### src/rtl/if_id_fetch_queue.sv
// ============================================================================
// if_id_fetch_queue
// ----------------------------------------------------------------------------
// Decoupling queue between the IF and ID stages. It holds up to DEPTH
// {pc, inst} pairs in a circular buffer, so fetch can keep running while
// decode is stalled. Both sides use valid/ready handshakes. A flush, raised on
// a taken branch or redirect, discards every buffered instruction on the next
// edge.
//
// Parameters
//   ADDR_W  width of the pc field
//   INST_W  width of the instruction field
//   DEPTH   number of entries (power of two, >= 2)
//   CNT_W   width of the occupancy count
//
// Ports
//   clk        clock, rising edge
//   rst        synchronous reset, active high; wins over every other input
//   flush_i    discard all entries; blocks push and pop in the same cycle
//   in_valid   IF presents {in_pc, in_inst}
//   in_ready   queue accepts a beat this cycle (independent of out_ready)
//   in_pc      pc of the fetched instruction
//   in_inst    fetched instruction word
//   out_valid  head entry available to ID
//   out_ready  ID consumes the head this cycle
//   out_pc     pc of the head entry, zero when out_valid=0
//   out_inst   instruction of the head entry, zero when out_valid=0
//   count_o    current occupancy, 0..DEPTH
//
// Build option
//   IF_ID_BYPASS_EN  When defined and the queue is empty, an incoming beat is
//                    shown on the output in the same cycle. If ID takes it in
//                    that cycle, it is never written. When undefined, a beat
//                    takes at least one cycle to reach the output.
// ============================================================================
module if_id_fetch_queue #(
    parameter int ADDR_W = 32,
    parameter int INST_W = 32,
    parameter int DEPTH  = 4,
    parameter int CNT_W  = $clog2(DEPTH + 1)
) (
    input  logic              clk,
    input  logic              rst,
    input  logic              flush_i,
    input  logic              in_valid,
    output logic              in_ready,
    input  logic [ADDR_W-1:0] in_pc,
    input  logic [INST_W-1:0] in_inst,
    output logic              out_valid,
    input  logic              out_ready,
    output logic [ADDR_W-1:0] out_pc,
    output logic [INST_W-1:0] out_inst,
    output logic [CNT_W-1:0]  count_o
);

    localparam int               PTR_W    = $clog2(DEPTH);
    localparam logic [CNT_W-1:0] FULL_CNT = CNT_W'(DEPTH);

    if (DEPTH < 2 || (DEPTH & (DEPTH - 1)) != 0) begin : g_depth_check
        $error("if_id_fetch_queue: DEPTH must be a power of two and at least 2");
    end

    // Storage is never reset. Only entries between rd_ptr and wr_ptr are ever
    // read, so their stale contents are never seen.
    logic [ADDR_W-1:0] mem_pc_q   [DEPTH];
    logic [ADDR_W-1:0] mem_pc_d   [DEPTH];
    logic [INST_W-1:0] mem_inst_q [DEPTH];
    logic [INST_W-1:0] mem_inst_d [DEPTH];

    logic [PTR_W-1:0] wr_ptr_q, wr_ptr_d;
    logic [PTR_W-1:0] rd_ptr_q, rd_ptr_d;
    logic [CNT_W-1:0] count_q,  count_d;

    logic stored_valid;
    logic bypass_vis;
    logic bypass_take;
    logic push;
    logic pop;

    // ------------------------------------------------------------------
    // Handshake and output selection
    // ------------------------------------------------------------------
    always_comb begin
        in_ready     = (count_q != FULL_CNT) && !flush_i;
        stored_valid = (count_q != '0) && !flush_i;

`ifdef IF_ID_BYPASS_EN
        // The queue is empty, so the incoming beat becomes the head at once.
        bypass_vis   = (count_q == '0) && !flush_i && in_valid;
`else
        bypass_vis   = 1'b0;
`endif

        out_valid    = stored_valid || bypass_vis;
        bypass_take  = bypass_vis && out_ready;

        // A beat that ID takes directly is never written.
        push         = in_valid && in_ready && !bypass_take;
        pop          = stored_valid && out_ready;

        if (stored_valid) begin
            out_pc   = mem_pc_q[rd_ptr_q];
            out_inst = mem_inst_q[rd_ptr_q];
        end else if (bypass_vis) begin
            out_pc   = in_pc;
            out_inst = in_inst;
        end else begin
            out_pc   = '0;
            out_inst = '0;
        end

        count_o      = count_q;
    end

    // ------------------------------------------------------------------
    // Next-state logic
    // ------------------------------------------------------------------
    always_comb begin
        mem_pc_d   = mem_pc_q;
        mem_inst_d = mem_inst_q;
        wr_ptr_d   = wr_ptr_q;
        rd_ptr_d   = rd_ptr_q;
        count_d    = count_q;

        if (push) begin
            mem_pc_d[wr_ptr_q]   = in_pc;
            mem_inst_d[wr_ptr_q] = in_inst;
            // DEPTH is a power of two, so natural overflow wraps the pointer.
            wr_ptr_d             = wr_ptr_q + PTR_W'(1);
        end

        if (pop) begin
            rd_ptr_d = rd_ptr_q + PTR_W'(1);
        end

        unique case ({push, pop})
            2'b10:   count_d = count_q + CNT_W'(1);
            2'b01:   count_d = count_q - CNT_W'(1);
            default: count_d = count_q;
        endcase

        // push and pop are already blocked during a flush, so only the
        // pointers and count need clearing. Storage may keep its old contents.
        if (flush_i) begin
            wr_ptr_d = '0;
            rd_ptr_d = '0;
            count_d  = '0;
        end
    end

    // ------------------------------------------------------------------
    // State registers
    // ------------------------------------------------------------------
    always_ff @(posedge clk) begin
        if (rst) begin
            wr_ptr_q <= '0;
            rd_ptr_q <= '0;
            count_q  <= '0;
        end else begin
            wr_ptr_q <= wr_ptr_d;
            rd_ptr_q <= rd_ptr_d;
            count_q  <= count_d;
        end
    end

    always_ff @(posedge clk) begin
        mem_pc_q   <= mem_pc_d;
        mem_inst_q <= mem_inst_d;
    end

endmodule

### config.mk
export PLATFORM = sky130hd
export DESIGN_NAME = if_id_fetch_queue
export DESIGN_NICKNAME = d
export VERILOG_FILES = /design/src/rtl/if_id_fetch_queue.sv
export SDC_FILE = /design/constraint.sdc
export NUM_CORES = 1
export LEC_CHECK = 0
export CORE_UTILIZATION = 49
export CTS_CLUSTER_SIZE = 24
export DETAILED_ROUTE_END_ITERATION = 8
export PLACE_DENSITY_LB_ADDON = 0.05
export SYNTH_ARGS = -nofsm -noshare
export SYNTH_HDL_FRONTEND = slang
export SYNTH_SLANG_ARGS = --single-unit
### constraint.sdc
create_clock -name clk -period 2.9 [get_ports clk]
set_input_delay 0.58 -clock clk [delete_from_list [all_inputs] [get_ports clk]]
set_output_delay 0.58 -clock clk [all_outputs]
set_load 0.01 [all_outputs]
==> impl_metrics.py, run 1 <==
metrics = {
    "worst_setup_path": {
        "setup.worst_path.class": "reg -> out",
        "start_kind": "register",
        "path_delay_family": "buffers and inverters",
        "cp_slowest_stage_delay_ns": 0.54,
        "cp_slowest_cell": "mux4_2",
        "cp-startpoint": "rd_ptr_q[0]",
        "worstPathRequired_ns": 2.32,
        "r2r_start": "count_o[0]",
        "worst_setup_path_end_kind": "output port",
        "critical_path.cell_chain": "buf_12 -> mux4_2 -> and2_1 -> clkdlybuf4s50_1",
        "cp_max_fo": 4,
        "critPathArrivalTime_ns": 2.25,
        "critPathBufInv": 2,
    },
    "power_and_ir_drop": {
        "combPwrFrac_pct": 4.0,
        "pwr-share-clk_pct": 42.7,
        "ir_worst_vdd_mv": 0.4494,
        "p_sw_mw": 1.467,
        "power.density_nw_per_um2": 603.4,
        "p_leak_nw": 4.586,
        "p_seq_share_pct": 53.4,
        "swShare_pct": 18.47,
        "internal-power_mw": 6.475,
    },
    "floorplanning": {
        "die_y_um": 146.1,
        "die_w_um": 146.1,
        "coreArea_um2": 20300,
        "die_area_um2": 21340,
        "ios": 138,
        "rows": 52,
        "start_util_pct": 50.10,
    },
    "synth": {
        "yosysUniqueCellTypes": 29,
        "synthAdderAreaFrac_pct": 0.8119,
        "synth-simple-area-share_pct": 5.228,
        "syn_area_per_cell_um2": 21.97,
        "yosys.cell_count.top_type": "edfxtp_1",
        "synth.area.mux_share_pct": 14.17,
        "ys_seq_area_share_pct": 76.96,
        "synth_ff_type": "edfxtp_1",
        "synth_seq_cells": 263,
        "synthArstFlopShare_pct": 0,
        "synth_fp_nets": 538,
        "synth_compound_area_share_pct": 0.6028,
        "synthTopCellsByArea": "edfxtp_1, mux4_2, and2_1, dfxtp_1, buf_12",
        "yosysWarnings": 0,
        "synth_top_area_share_pct": 75.58,
        "synth_top_family_by_area": "multiplexers",
        "synth_edf_count": 256,
        "synth_area_um2": 10170,
        "synthTopCellsByCount": "edfxtp_1, and2_1, mux4_2",
        "syn_inst": 463,
        "synth_xor_area_share_pct": 0.1722,
        "yosys.area.top_type": "edfxtp_1",
    },
    "clocking": {
        "ctsHtreeMaxLevel": 1,
        "root_buffer": "clkbuf_16",
        "cts_buffer_depth": 3,
        "worstSkewPairLatency_ns": 0.52,
        "ctsHoldBuffers": 0,
        "clock-sinks": 263,
        "cts_tree": "yes",
        "numCtsBuffers": 26,
        "cts.clk_slew.worst_paths_ns": 0.06,
    },
    "route": {
        "drt_iter0_markers": 285,
        "drt-total-wl_um": 18940,
        "via_count": 4960,
        "first_pass_iters": 4,
        "drc_errors": 0,
        "viasPerCell": 5.299,
        "ant_nets": 0,
        "wl_per_cell_um": 20.23,
    },
    "timing": {
        "fin_setup_tns_ns": 0,
        "max_slew_margin_pct": 78.47,
        "clock_skew_ns": 0.008059,
        "timing.final.crit_period_ns": 2.834,
        "hold_violations": 0,
        "post-route-period-util_pct": 97.73,
        "max_freq_mhz": 352.8,
        "setup_ws_ns": 0.06577,
        "finalMaxSlewViolations": 0,
        "finalSetupViolCount": 0,
        "worst_pin_slew_ns": 0.3229,
        "rsz0062_at_grt": "no",
    },
    "grt": {
        "grt_pass1_wl_um": 29770,
        "grt_max_degree": 34,
        "grt_pass1_vias": 5339,
        "grt_antenna_before_repair": 1,
        "groute.usage.overall_pct": 18.46,
        "overflow": 0,
    },
    "final_layout": {
        "syn_to_final_growth_pct": 29.40,
        "post-route-util_pct": 64.84,
        "fin_cells": 936,
        "fillers": 1434,
        "design_area_um2": 13160,
        "drive_gt1_share_pct": 23.87,
        "layout.nets": 721,
        "antennaDiodeCount": 0,
    },
    "placed_design": {
        "place_congestion": 0.7241,
        "dpl-instance-area_um2": 12150,
        "dp.cells": 872,
        "post-place-ws_ns": 0.008508,
        "post-dp-hpwl_um": 11550,
        "port_buffers": 137,
    },
    "run": {
        "maxCapViolCount": 0,
    },
    "outcome": {
        "outcome": "finished clean",
    },
    "hold_path": {
        "hp-class": "reg -> reg",
        "worstHoldStart": "count_o[2]",
    },
}
## area by class of cell
type,count,area (um2),share of cell area (%)
Inverter,8,30.03,0.2282
Clock buffer,38,757.0,5.751
Timing Repair Buffer,179,1917,14.56
Tap cell,270,337.8,2.567
Multi-Input combinational cell,168,2157,16.39
Sequential cell,263,7839,59.56
Clock inverter,10,123.9,0.9412
## kinds of logic after synthesis
logic type                 count (synthesis)
buffers and inverters                     32
and+or+nand+nor                           86
DFF                                      263
adders and majority gates                  6
muxes                                     64
xor gates and xnor gates                   2
AOI/OAI and AO/OA                         10
## routing by layer
| layer | up-vias | GRT usage, % | routed length, um |
|---|---|---|---|
| met5 | - | 0 | 10 |
| met4 | 2 | 4.635 | 295 |
| met3 | 29 | 3.188 | 935 |
| met2 | 130 | 31.12 | 9543 |
| met1 | 2549 | 25.28 | 8153 |
| li1 | 2250 | - | - |
## placed cells by master, fill, tap and decap left out, drive strengths merged
cell type / instances
nor2b: 2
o31ai: 2
or3: 3
buf: 41
clkbuf: 38
nand4: 1
fa: 1
o21ai: 2
nand3b: 1
clkdlybuf4s15: 2
a21o: 1
o311ai: 1
nor3: 1
and2: 65
or2: 2
and3: 4
bufbuf: 1
ha: 5
xor2: 2
or3b: 1
edfxtp: 256
mux4: 64
nor2: 5
dlymetal6s2s: 3
clkinv: 7
clkdlybuf4s50: 74
inv: 8
dfxtp: 7
bufinv: 3
a21oi: 4
dlygate4sd2: 58
nand3: 1
## power by group through the flow
| stage | logic, mW | clock network (mW) | registers (mW) |
|---|---|---|---|
| after floorplan | 0.110 | 0 | 4.32 |
| after global placement | 0.315 | 0 | 4.31 |
| after detailed placement | 0.324 | 0 | 4.32 |
| after CTS | 0.320 | 3.46 | 4.24 |
| after global routing | 0.342 | 3.61 | 4.24 |
| final | 0.316 | 3.39 | 4.24 |
## worst min-delay path: stages, from the launching register on
cell,delay (ns)
dfxtp_2,0.34
o21ai_0,0.08
a21oi_1,0.07
## registers in the layout, summed over array words and instances (netlist names)
name and count:
rd_ptr_q 2, count_o 3, mem_inst_q 128, mem_pc_q 128
wr_ptr_q 2
## repair_timing
action | in CTS | in global routing
setup buffers | 10 | 5
gates cloned | 1 | 0
endpoints found under the setup margin | 64 | 10
gates resized for setup | 62 | 8
## worst paths after layout
kind                                    to  slack, ns  cells past startpoint
worst min register to register  count_o[2]       0.53                      2
worst max-delay path             out_pc[2]       0.07                      4
worst max register to register  count_o[2]       0.45                      9
worst min-delay path            count_o[2]       0.53                      2
## metrics by stage
| stage | hold slack (ns) | power, mW |
|---|---|---|
| after floorplan | 0.5065 | 4.429 |
| after global placement | 0.5141 | 4.629 |
| after detailed placement | 0.5379 | 4.643 |
| after CTS | 0.5526 | 8.018 |
| after global routing | 0.5588 | 8.194 |
| final | 0.5281 | 7.942 |
Note: power is estimated with default switching activity, not from simulation.
==> run 2, diff against run 1 <==
ABC_AREA = 0   (was unset)
CTS_CLUSTER_DIAMETER = 80   (was unset)
SLEW_MARGIN = 20   (was unset)
==> run 2 against run 1 <==
Compared with the run above: count of clock-buffer cells in the layout fell by 17; die area did not move; highest routed layer unchanged; largest power group unchanged; setup slack got worse by 0.00054 ns; clock skew rose by 0.0058 ns; critical path depth rose by 1; global-route usage fell by 0.35 points; maximum frequency barely moved; wire length fell by 2.2%; hold slack improved by 0.031 ns; critical endpoint is now out_inst[10]; via count fell by 2.7%.
==> impl_metrics.py, run 2 (synthesis results as in run 1) <==
metrics = {
    "outcome": {
        "outcome": "finished clean",
    },
    "timing": {
        "rsz0062_at_grt": "no",
        "max_freq_mhz": 352.8,
        "post-route-period-util_pct": 97.75,
        "max_slew_margin_pct": 78.08,
        "finalMaxSlewViolations": 0,
        "timing.final.crit_period_ns": 2.835,
        "clock_skew_ns": 0.01387,
        "fin_setup_tns_ns": 0,
        "finalSetupViolCount": 0,
        "hold_violations": 0,
        "worst_pin_slew_ns": 0.3288,
    },
    "clocking": {
        "cts.clk_slew.worst_paths_ns": 0.09,
        "worstSkewPairLatency_ns": 0.48,
        "ctsHoldBuffers": 0,
        "cts_tree": "yes",
        "root_buffer": "clkbuf_16",
        "clock-sinks": 263,
        "cts_buffer_depth": 3,
        "ctsHtreeMaxLevel": 1,
        "numCtsBuffers": 14,
    },
    "final_layout": {
        "design_area_um2": 12680,
        "final_cell_mix": "edfxtp_1, clkdlybuf4s50_1, and2_1, mux4_2, dlygate4sd2_1",
        "layout.nets": 705,
        "final_common_cell": "edfxtp_1",
        "drive_gt1_share_pct": 20.00,
        "fillers": 1467,
        "fin_cells": 906,
        "syn_to_final_growth_pct": 24.71,
    },
    "floorplanning": {
        "die_y_um": 146.1,
        "coreArea_um2": 20300,
        "die_w_um": 146.1,
        "rows": 52,
        "start_util_pct": 50.10,
        "die_area_um2": 21340,
        "ios": 138,
    },
    "route": {
        "first_pass_iters": 4,
        "drc_errors": 0,
        "drt-total-wl_um": 18520,
        "drt_iter0_markers": 254,
        "viasPerCell": 5.325,
        "wl_per_cell_um": 20.44,
        "ant_nets": 0,
        "via_count": 4824,
    },
    "power_and_ir_drop": {
        "ir_worst_vdd_mv": 0.3037,
        "power.density_nw_per_um2": 519.5,
        "p_leak_nw": 4.461,
    },
    "hold_path": {
        "hp-class": "reg -> reg",
    },
    "grt": {
        "grt_antenna_before_repair": 1,
        "groute.usage.overall_pct": 18.12,
        "grt_max_degree": 34,
        "grt_pass1_vias": 5204,
        "overflow": 0,
        "grt_pass1_wl_um": 29140,
    },
    "worst_setup_path": {
        "setup.worst_path.class": "reg -> out",
        "critPathArrivalTime_ns": 2.25,
        "worstPathRequired_ns": 2.32,
        "critical_path.cell_chain": "buf_12 -> buf_16 -> mux4_2 -> and2_1 -> clkdlybuf4s50_1",
        "cp_max_fo": 9,
        "worst_setup_path_end_kind": "output port",
        "cp_slowest_cell": "mux4_2",
        "cp_slowest_stage_delay_ns": 0.48,
        "critPathBufInv": 3,
        "start_kind": "register",
        "path_delay_family": "buffers and inverters",
    },
    "placed_design": {
        "port_buffers": 137,
        "place_congestion": 0.7241,
        "dpl-instance-area_um2": 12150,
        "dp.cells": 872,
        "post-dp-hpwl_um": 11550,
    },
    "run": {
        "maxCapViolCount": 0,
    },
}
==> run 2: tightest hold or removal path, cell delays in order (launching register included) <==
cell     delay (ns)
dfxtp_1        0.36
o21ai_0        0.09
a21oi_1        0.07
==> run 2: path summary, 6_finish.rpt <==
check	start	endpoint	slack [ns]	cells past startpoint
max	rd_ptr_q[0]	out_inst[10]	0.07	5
min	count_o[2]	count_o[2]	0.56	2
max reg2reg	count_o[2]	count_o[2]	0.41	9
min reg2reg	count_o[2]	count_o[2]	0.56	2
==> run 2: report_power, final <==
| part | leakage [nW] | internal (mW) | switching (mW) |
|---|---|---|---|
| Clock | 0.192 | 0.957 | 1.09 |
| Sequential | 2.38 | 4.22 | 0.0121 |
| Combinational | 1.88 | 0.180 | 0.136 |
| Total | 4.46 | 5.36 | 1.23 |
==> run 2: cell type report <==
type                       count  area [um2]  share of cell area, %
inverter                       8       30.03                 0.2367
tap                          270       337.8                  2.663
sequential                   263        7836                  61.78
clock buffer                  21       397.9                  3.137
timing repair buffer         175        1926                  15.18
multi-input combinational    168        2155                  16.99
antenna                        1       2.502                0.01973
==> run 2: layer usage <==
metal / track usage [%] / routed length (um)
met1: 25.17 / 8168
met2: 30.77 / 9275
met3: 2.750 / 786
met4: 3.854 / 274
met5: 0 / 10
==> run 2: metrics by stage <==
step | util (%) | worst slack [ns] | power, mW | hold slack, ns
final | 62.49 | 0.06524 | 6.590 | 0.5590
after CTS | 62.31 | 0.007157 | 6.661 | 0.5574
after floorplan | - | 0.5726 | 4.429 | 0.5065
after global routing | 62.48 | 0.004707 | 6.809 | 0.5969
after detailed placement | 59.85 | 0.008508 | 4.643 | 0.5379
after global placement | 59.85 | 0.01215 | 4.629 | 0.5141
==> run 2: what timing repair did <==
action                     CTS  global route
setup endpoints to repair   62            13
buffers inserted            11             0
gates resized for setup     52            14
gates cloned                 1             0
